[src/rtl/bcd_pkg.sv]
// Shared BCD constants and the digit validity helper used by the counter slice.
package bcd_pkg;

   localparam int          BCD_W   = 4;
   localparam logic [3:0]  BCD_MAX = 4'd9;

   // True when a nibble holds a legal decimal digit (0..9).
   function automatic logic bcd_valid(input logic [BCD_W-1:0] d);
      return (d <= BCD_MAX);
   endfunction

endpackage

[src/rtl/bcd_digit.sv]
// One BCD decade: loads, steps up or down by one, and flags its 9 / 0 states
// so the top level can build carry and borrow chains without ripple registers.
module bcd_digit
   import bcd_pkg::*;
(
   input  logic             clk,
   input  logic             rst,
   input  logic             step,
   input  logic             up_dn,
   input  logic             load,
   input  logic [BCD_W-1:0] load_d,
   output logic [BCD_W-1:0] q,
   output logic             at_max,
   output logic             at_min
);

   assign at_max = (q == BCD_MAX);
   assign at_min = (q == '0);

   // Digit register: reset beats load beats step; an illegal load nibble becomes 0
   // so the stored value can never leave the 0..9 range.
   always_ff @(posedge clk) begin
      if (rst) begin
         q <= '0;
      end else if (load) begin
         q <= bcd_valid(load_d) ? load_d : '0;
      end else if (step) begin
         if (up_dn) begin
            q <= at_max ? '0 : q + 4'd1;
         end else begin
            q <= at_min ? BCD_MAX : q - 4'd1;
         end
      end
   end

endmodule

[src/rtl/bcd_counter_multi.sv]
// Multi-decade synchronous BCD counter. Every decade updates on the same edge:
// each digit's step comes from a combinational prefix-AND of the lower digits'
// 9 (up) or 0 (down) flags. The range end can wrap or saturate, and tc is left
// combinational so it can feed the next instance's clk_en directly.
module bcd_counter_multi
   import bcd_pkg::*;
#(
   parameter int DIGITS   = 4,
   parameter bit SATURATE = 1'b0
)
(
   input  logic                  clk,
   input  logic                  rst,
   input  logic                  clk_en,
   input  logic                  up_dn,
   input  logic                  load,
   input  logic [4*DIGITS-1:0]   load_val,
   output logic [4*DIGITS-1:0]   sal,
   output logic                  tc,
   output logic                  ovf,
   output logic                  load_err
);

   logic [DIGITS-1:0] at_max;
   logic [DIGITS-1:0] at_min;
   logic [DIGITS-1:0] step;
   logic [DIGITS:0]   max_chain;
   logic [DIGITS:0]   min_chain;
   logic              range_end;
   logic              sat_hold;
   logic              load_bad;

   // Chain element i is high when every digit below i is 9 (or 0); digit 0
   // therefore always sees a true chain and steps on every enabled cycle.
   assign max_chain[0] = 1'b1;
   assign min_chain[0] = 1'b1;

   // The whole counter sits at the end of its range in the current direction.
   assign range_end = clk_en & (up_dn ? max_chain[DIGITS] : min_chain[DIGITS]);
   assign tc        = range_end;

   // In saturate mode the terminal step is suppressed for every digit at once.
   assign sat_hold  = SATURATE & range_end;

   for (genvar gi = 0; gi < DIGITS; gi++) begin : g_digit
      assign max_chain[gi+1] = max_chain[gi] & at_max[gi];
      assign min_chain[gi+1] = min_chain[gi] & at_min[gi];
      assign step[gi] = clk_en & ~sat_hold & (up_dn ? max_chain[gi] : min_chain[gi]);

      bcd_digit u_digit (
         .clk    (clk),
         .rst    (rst),
         .step   (step[gi]),
         .up_dn  (up_dn),
         .load   (load),
         .load_d (load_val[BCD_W*gi +: BCD_W]),
         .q      (sal[BCD_W*gi +: BCD_W]),
         .at_max (at_max[gi]),
         .at_min (at_min[gi])
      );
   end

   // Flag a load that carries any non-decimal nibble.
   always_comb begin
      load_bad = 1'b0;
      for (int i = 0; i < DIGITS; i++) begin
         if (!bcd_valid(load_val[BCD_W*i +: BCD_W])) begin
            load_bad = 1'b1;
         end
      end
   end

   // Status registers: ovf is sticky until reset or load, load_err is a
   // single-cycle pulse following a load with an illegal digit.
   always_ff @(posedge clk) begin
      if (rst) begin
         ovf      <= 1'b0;
         load_err <= 1'b0;
      end else if (load) begin
         ovf      <= 1'b0;
         load_err <= load_bad;
      end else begin
         load_err <= 1'b0;
         if (range_end) begin
            ovf <= 1'b1;
         end
      end
   end

endmodule

[config.mk]
export PLATFORM = sky130hd
export DESIGN_NAME = bcd_counter_multi
export DESIGN_NICKNAME = d
export VERILOG_FILES = /design/src/rtl/bcd_pkg.sv /design/src/rtl/bcd_digit.sv /design/src/rtl/bcd_counter_multi.sv
export SDC_FILE = /design/constraint.sdc
export NUM_CORES = 1
export LEC_CHECK = 0
export CORE_UTILIZATION = 40
export CTS_BUF_LIST = sky130_fd_sc_hd__clkbuf_4 sky130_fd_sc_hd__clkbuf_8
export DETAILED_ROUTE_END_ITERATION = 12
export PLACE_DENSITY_LB_ADDON = 0.15
export SLEW_MARGIN = 20
export SYNTH_ARGS = -nofsm -noshare
export SYNTH_HDL_FRONTEND = slang
export SYNTH_HIERARCHICAL = 1
export SYNTH_SLANG_ARGS = --single-unit
[constraint.sdc]
create_clock -name clk -period 4.7 [get_ports clk]
set_input_delay 0.47 -clock clk [delete_from_list [all_inputs] [get_ports clk]]
set_output_delay 0.47 -clock clk [all_outputs]
set_load 0.02 [all_outputs]
=== Yosys cells after proc, flatten, opt, wreduce, memory -nomap -nowiden ===
Index checks and enable logic that the tools add are counted.
Widths: inputs -> output; s select.

* $add $sub $neg: 8
* Multipliers: 0
* Divide/modulo/power cells: 0
* Order comparisons: 4
* Equal/unequal tests: 4
* Shifts and indexed selects: 0
* Multiplexer cells: 32
* Bitwise operators: 11
* Reductions and logical operators: 10

{| class="wikitable"
|+ Operators by type and width
! kind !! number
|-
| $mux 4 || 24
|-
| $add 4x1->4 const B || 4
|-
| $eq 4x4->1 const B || 4
|-
| $le 4x4->1 const B || 4
|-
| $logic_not 4->1 || 4
|-
| $sub 4x1->4 const B || 4
|-
| $and 1x1->1 || 10
|-
| $mux 1 || 8
|-
| $reduce_bool 2->1 || 4
|-
| $reduce_or 2->1 || 2
|-
| $not 1->1 || 1
|}

* Register bits after elaboration: 18
* Latch bits: 0
* Bits in writable memories: 0
* ROM bits: 0
* Input port bits: 21
* Logic and storage cells: 75
* Memories: 0

=== Logic depth before layout (Yosys ltp) ===
* Word-level depth: 7
* Mapped depth: 9
* Mapped depth without buffers: 9

=== Hierarchy ===
Netlist, hierarchy kept.

{| class="wikitable"
|+ Modules (own cells, without submodules)
! module !! instances !! cells each !! area an instance (µm²)
|-
| bcd_digit || 4 || 44 || 350.3
|-
| bcd_counter_multi || 1 || 23 || 173.9
|}

=== Least setup slack after synthesis ===
Ideal clock, no wire load.

* Kind: register to register
* Start point: register g_digit[0].u_digit.q[1]
* End point: register g_digit[3].u_digit.q[3]
* Data arrival time: 1.853 ns
* Data required time: 4.580 ns
* Path slack: 2.728 ns
* Stages on the path, launching flop included: 9
* Path through: dfxtp_1 buf_6 nor4_1 nand3_1 mux2i_1 and2_1 and3_1 nor4_1 a211o_1

* Cells in the longest elaborated chain, start to end: 6
* Elaborated cells between the ends (all ways): 9
* Classes of those cells: eq/ne: 1; mux: 1; bitwise: 5; reduce/logical: 2

{| class="wikitable"
|+ RTL lines
! element !! RTL line !! RTL
|-
| start, declared || bcd_digit.sv:12 || <nowiki>output logic [BCD_W-1:0] q,</nowiki>
|-
| start signal, assigned || bcd_digit.sv:26 || <nowiki>q <= bcd_valid(load_d) ? load_d : '0;</nowiki>
|-
| start signal, assigned || bcd_digit.sv:29 || <nowiki>q <= at_max ? '0 : q + 4'd1;</nowiki>
|-
| start signal, assigned || bcd_digit.sv:31 || <nowiki>q <= at_min ? BCD_MAX : q - 4'd1;</nowiki>
|-
| $logic_not 4->1 || bcd_digit.sv:18 || <nowiki>assign at_min = (q == '0);</nowiki>
|-
| via at_min[0] || bcd_counter_multi.sv:25 || <nowiki>logic [DIGITS-1:0] at_min;</nowiki>
|-
| $and 1x1->1 (2 in a row) || bcd_counter_multi.sv:47 || <nowiki>assign min_chain[gi+1] = min_chain[gi] & at_min[gi];</nowiki>
|-
| $mux 1 || bcd_counter_multi.sv:48 || <nowiki>assign step[gi] = clk_en & ~sat_hold & (up_dn ? max_chain[gi] : min_chain[gi]);</nowiki>
|-
| $and 1x1->1 || bcd_counter_multi.sv:48 ||
|-
| via step[3] || bcd_counter_multi.sv:26 || <nowiki>logic [DIGITS-1:0] step;</nowiki>
|-
| $reduce_bool 2->1 (no source line) || n/a ||
|-
| end signal, assigned || bcd_digit.sv:26 ||
|-
| end signal, assigned || bcd_digit.sv:29 ||
|-
| end signal, assigned || bcd_digit.sv:31 ||
|-
| end, declared || bcd_digit.sv:12 ||
|}

The timed path passes the listed nets, and every way through them passes these cells.
A chain may end at the register's enable or synchronous reset.

=== Final worst setup path ===
* Start point: input up_dn
* End point: output tc

* Cells in the longest elaborated chain, start to end: 2

{| class="wikitable"
|+ RTL lines
! element !! RTL line !! RTL
|-
| start, declared || bcd_counter_multi.sv:15 || <nowiki>input logic up_dn,</nowiki>
|-
| $mux 1 || bcd_counter_multi.sv:39 || <nowiki>assign range_end = clk_en & (up_dn ? max_chain[DIGITS] : min_chain[DIGITS]);</nowiki>
|-
| $and 1x1->1 || bcd_counter_multi.sv:39 ||
|-
| end, declared || bcd_counter_multi.sv:19 || <nowiki>output logic tc,</nowiki>
|}

Every way passes these cells.

==> impl_metrics.env <==
export IMPL_cts_tree="built"
export IMPL_worstSetupEndpointType="primary output"
export IMPL_ys_seq_elements=18
export IMPL_placed_area_sq_um=1950
export IMPL_synth_edff_count=0
export IMPL_synth_nets=220
export IMPL_syn2layout_area_growth_pct=26.4
export IMPL_numPortBuffers=39
export IMPL_synth_ff_type="dfxtp_1"
export IMPL_fmax_ghz=0.337
export IMPL_yosys_warnings=6
export IMPL_grtUsageTotal_pct=20.1
export IMPL_rows=22
export IMPL_hp_start="ovf"
export IMPL_nFillCells=380
export IMPL_fin_crit_ps=2960
export IMPL_finalCritPeriodShare_pct=63.0
export IMPL_drt_wl_total_microns=3890
export IMPL_syn_mean_instance_area_sq_um=7.92
export IMPL_wl_per_cell_microns=14.0
export IMPL_drive_gt1_share_pct=9.52
export IMPL_first_global_vias=1426
export IMPL_grt_max_degree=30
export IMPL_synthTopCellsByCount="o21ai_0 (21), dfxtp_1 (18), a31oi_1 (16), nor4_1 (16)"
export IMPL_start_util_pct=42.4
export IMPL_finalSetupTns_ps=0
export IMPL_instances_no_fill=279
export IMPL_p_leak_uw=0.000644
export IMPL_fin_skew_ps=3.58
export IMPL_n_antenna_cell=0
export IMPL_cts_made_buffers=3
export IMPL_outcome="finished clean"
export IMPL_clk_pin_slew_worst_paths_ps=70
export IMPL_core_sq_um=3720
export IMPL_critPathLaunch="up_dn"
export IMPL_stdcell_area_sq_um=1990
export IMPL_place_gp_congestion=0.813
export IMPL_yosys_top_cells_area="dfxtp_1 (23%), o21ai_0 (6.7%), a31oi_1 (6.4%)"
export IMPL_postCtsSetupBuffers=0
export IMPL_die_area_sq_um=4190
export IMPL_finalHoldViolCount=0
export IMPL_worstSetupPathType="input pin to primary output"
export IMPL_dp_cells=276
export IMPL_vias=1644
export IMPL_root_buffer="clkbuf_8"
export IMPL_synth_top_cell_area_share_pct=22.9
export IMPL_ir_drop_v=0.000192
export IMPL_htree_levels=1
export IMPL_nNetsFinal=254
export IMPL_first_iter_violations=111
export IMPL_die_h_microns=64.8
export IMPL_ant_nets=0
export IMPL_cts_sinks=18
export IMPL_cts_buffer_depth=2
export IMPL_hold_ws_ps=472
export IMPL_power_density_nw_per_um2=217
export IMPL_io_pins=40
export IMPL_antenna_found_initial=0
export IMPL_final_max_slew_viol_count=0
export IMPL_yosysMostFrequentCell="o21ai_0"
export IMPL_viasPerCell=5.89
export IMPL_drc=0
export IMPL_tightest_slew_ps=1060
export IMPL_rsz0062_at_grt="false"
export IMPL_postSynthCellCount=199
export IMPL_ys_types=30
export IMPL_hold_path_class="flop to flop"
export IMPL_critPathRequiredTime_ps=4230
export IMPL_drv_cap=0
export IMPL_max_slew_margin_rel_pct=29.0
export IMPL_start_kind="input pin"
export IMPL_dpl_hpwl_microns=2720
export IMPL_power_total_uw=432
export IMPL_rr_startpoint="g_digit[0].u_digit/q[1]"
export IMPL_ctsHoldBuffers=0
export IMPL_grt_pass1_wl_microns=6710
export IMPL_ys_seq_area_share_pct=22.9
export IMPL_clkLatencyLatePin_ps=250
export IMPL_synthArstFlopShare_pct=0
export IMPL_die_w_microns=64.8
export IMPL_ctsResizeCount=0
export IMPL_grt_remaining_overflow=0
export IMPL_synth_largest_area_cell="dfxtp_1"
export IMPL_netlist_area_sq_um=1580
export IMPL_worstPathArrival_ps=2490
export IMPL_first_pass_iters=4
export IMPL_setup_violations=0
export IMPL_crit_fanout=17
layout by cell type (no fill, tap or decap), types with 8 or more instances in the layout:
master,Yosys,routed
nand3b_1,9,9
a31oi_1,16,16
nand2b_1,9,9
a211o_1,8,8
nand2_1,13,13
clkdlybuf4s50_1,0,39
nor4_1,16,16
nor3_1,8,8
xnor2_1,8,8
dfxtp_1,18,18
nor2_1,13,13
o21ai_0,21,21
worst max-delay path, cell delays in order:
cell and delay [ps]:
clkdlybuf4s50_1 1010, nand3_1 180, o22ai_2 200, clkdlybuf4s50_1 630
worst paths after layout:
kind	to	slack (ps)	cells past startpoint
worst max-delay path	tc	1740	4
worst min-delay path	ovf	470	1
worst max register to register	g_digit[3].u_digit/q[3]	2520	7
worst min register to register	ovf	470	1
metal layers:
layer | routed length, microns | up-vias | global-route usage (%)
li1 | - | 830 | -
met1 | 1920 | 770 | 27.8
met2 | 1790 | 42 | 32.7
met3 | 172 | 2 | 3.70
met4 | 14 | 0 | 3.33
met5 | 0 | - | 0
power by group:
group	leakage (uW)	switching (uW)	internal (uW)
sequential	0.000148	24.6	161
clock	0.0000216	53.3	57.0
combinational	0.000474	66.1	69.5
total	0.000644	144	288
cell type report:
cell class | instances | area, sq um | share of cell area [%]
tap | 48 | 60.1 | 3.02
clock buffer | 3 | 41.3 | 2.07
inverter | 4 | 15.0 | 0.754
sequential | 18 | 360 | 18.1
multi-input combinational | 165 | 1110 | 55.7
timing repair buffer | 41 | 405 | 20.4
stage by stage:
step / worst slack (ps) / utilization [%]
after floorplan: 2730 / -
after global placement: 1740 / 52.5
after detailed placement: 1700 / 52.5
after CTS: 1690 / 53.6
after global routing: 1560 / 53.6
final: 1740 / 53.6
cell families (layout without fill, tap and decap cells):
| family | count (synthesis) | in the layout | synth area share, % |
|---|---|---|---|
| flops | 18 | 18 | 22.9 |
| compound gates | 64 | 64 | 27.9 |
| mux | 2 | 2 | 1.27 |
| buf+inv | 16 | 48 | 6.67 |
| xor+xnor | 8 | 8 | 4.45 |
| simple gates | 91 | 91 | 36.9 |
state kept, by name, indices dropped and copies added, names as in the netlist:
| signal | count |
|---|---|
| g_digit.u_digit/q | 16 |
| ovf | 1 |
| load_err | 1 |
Note: power is estimated with default switching activity, not from simulation.
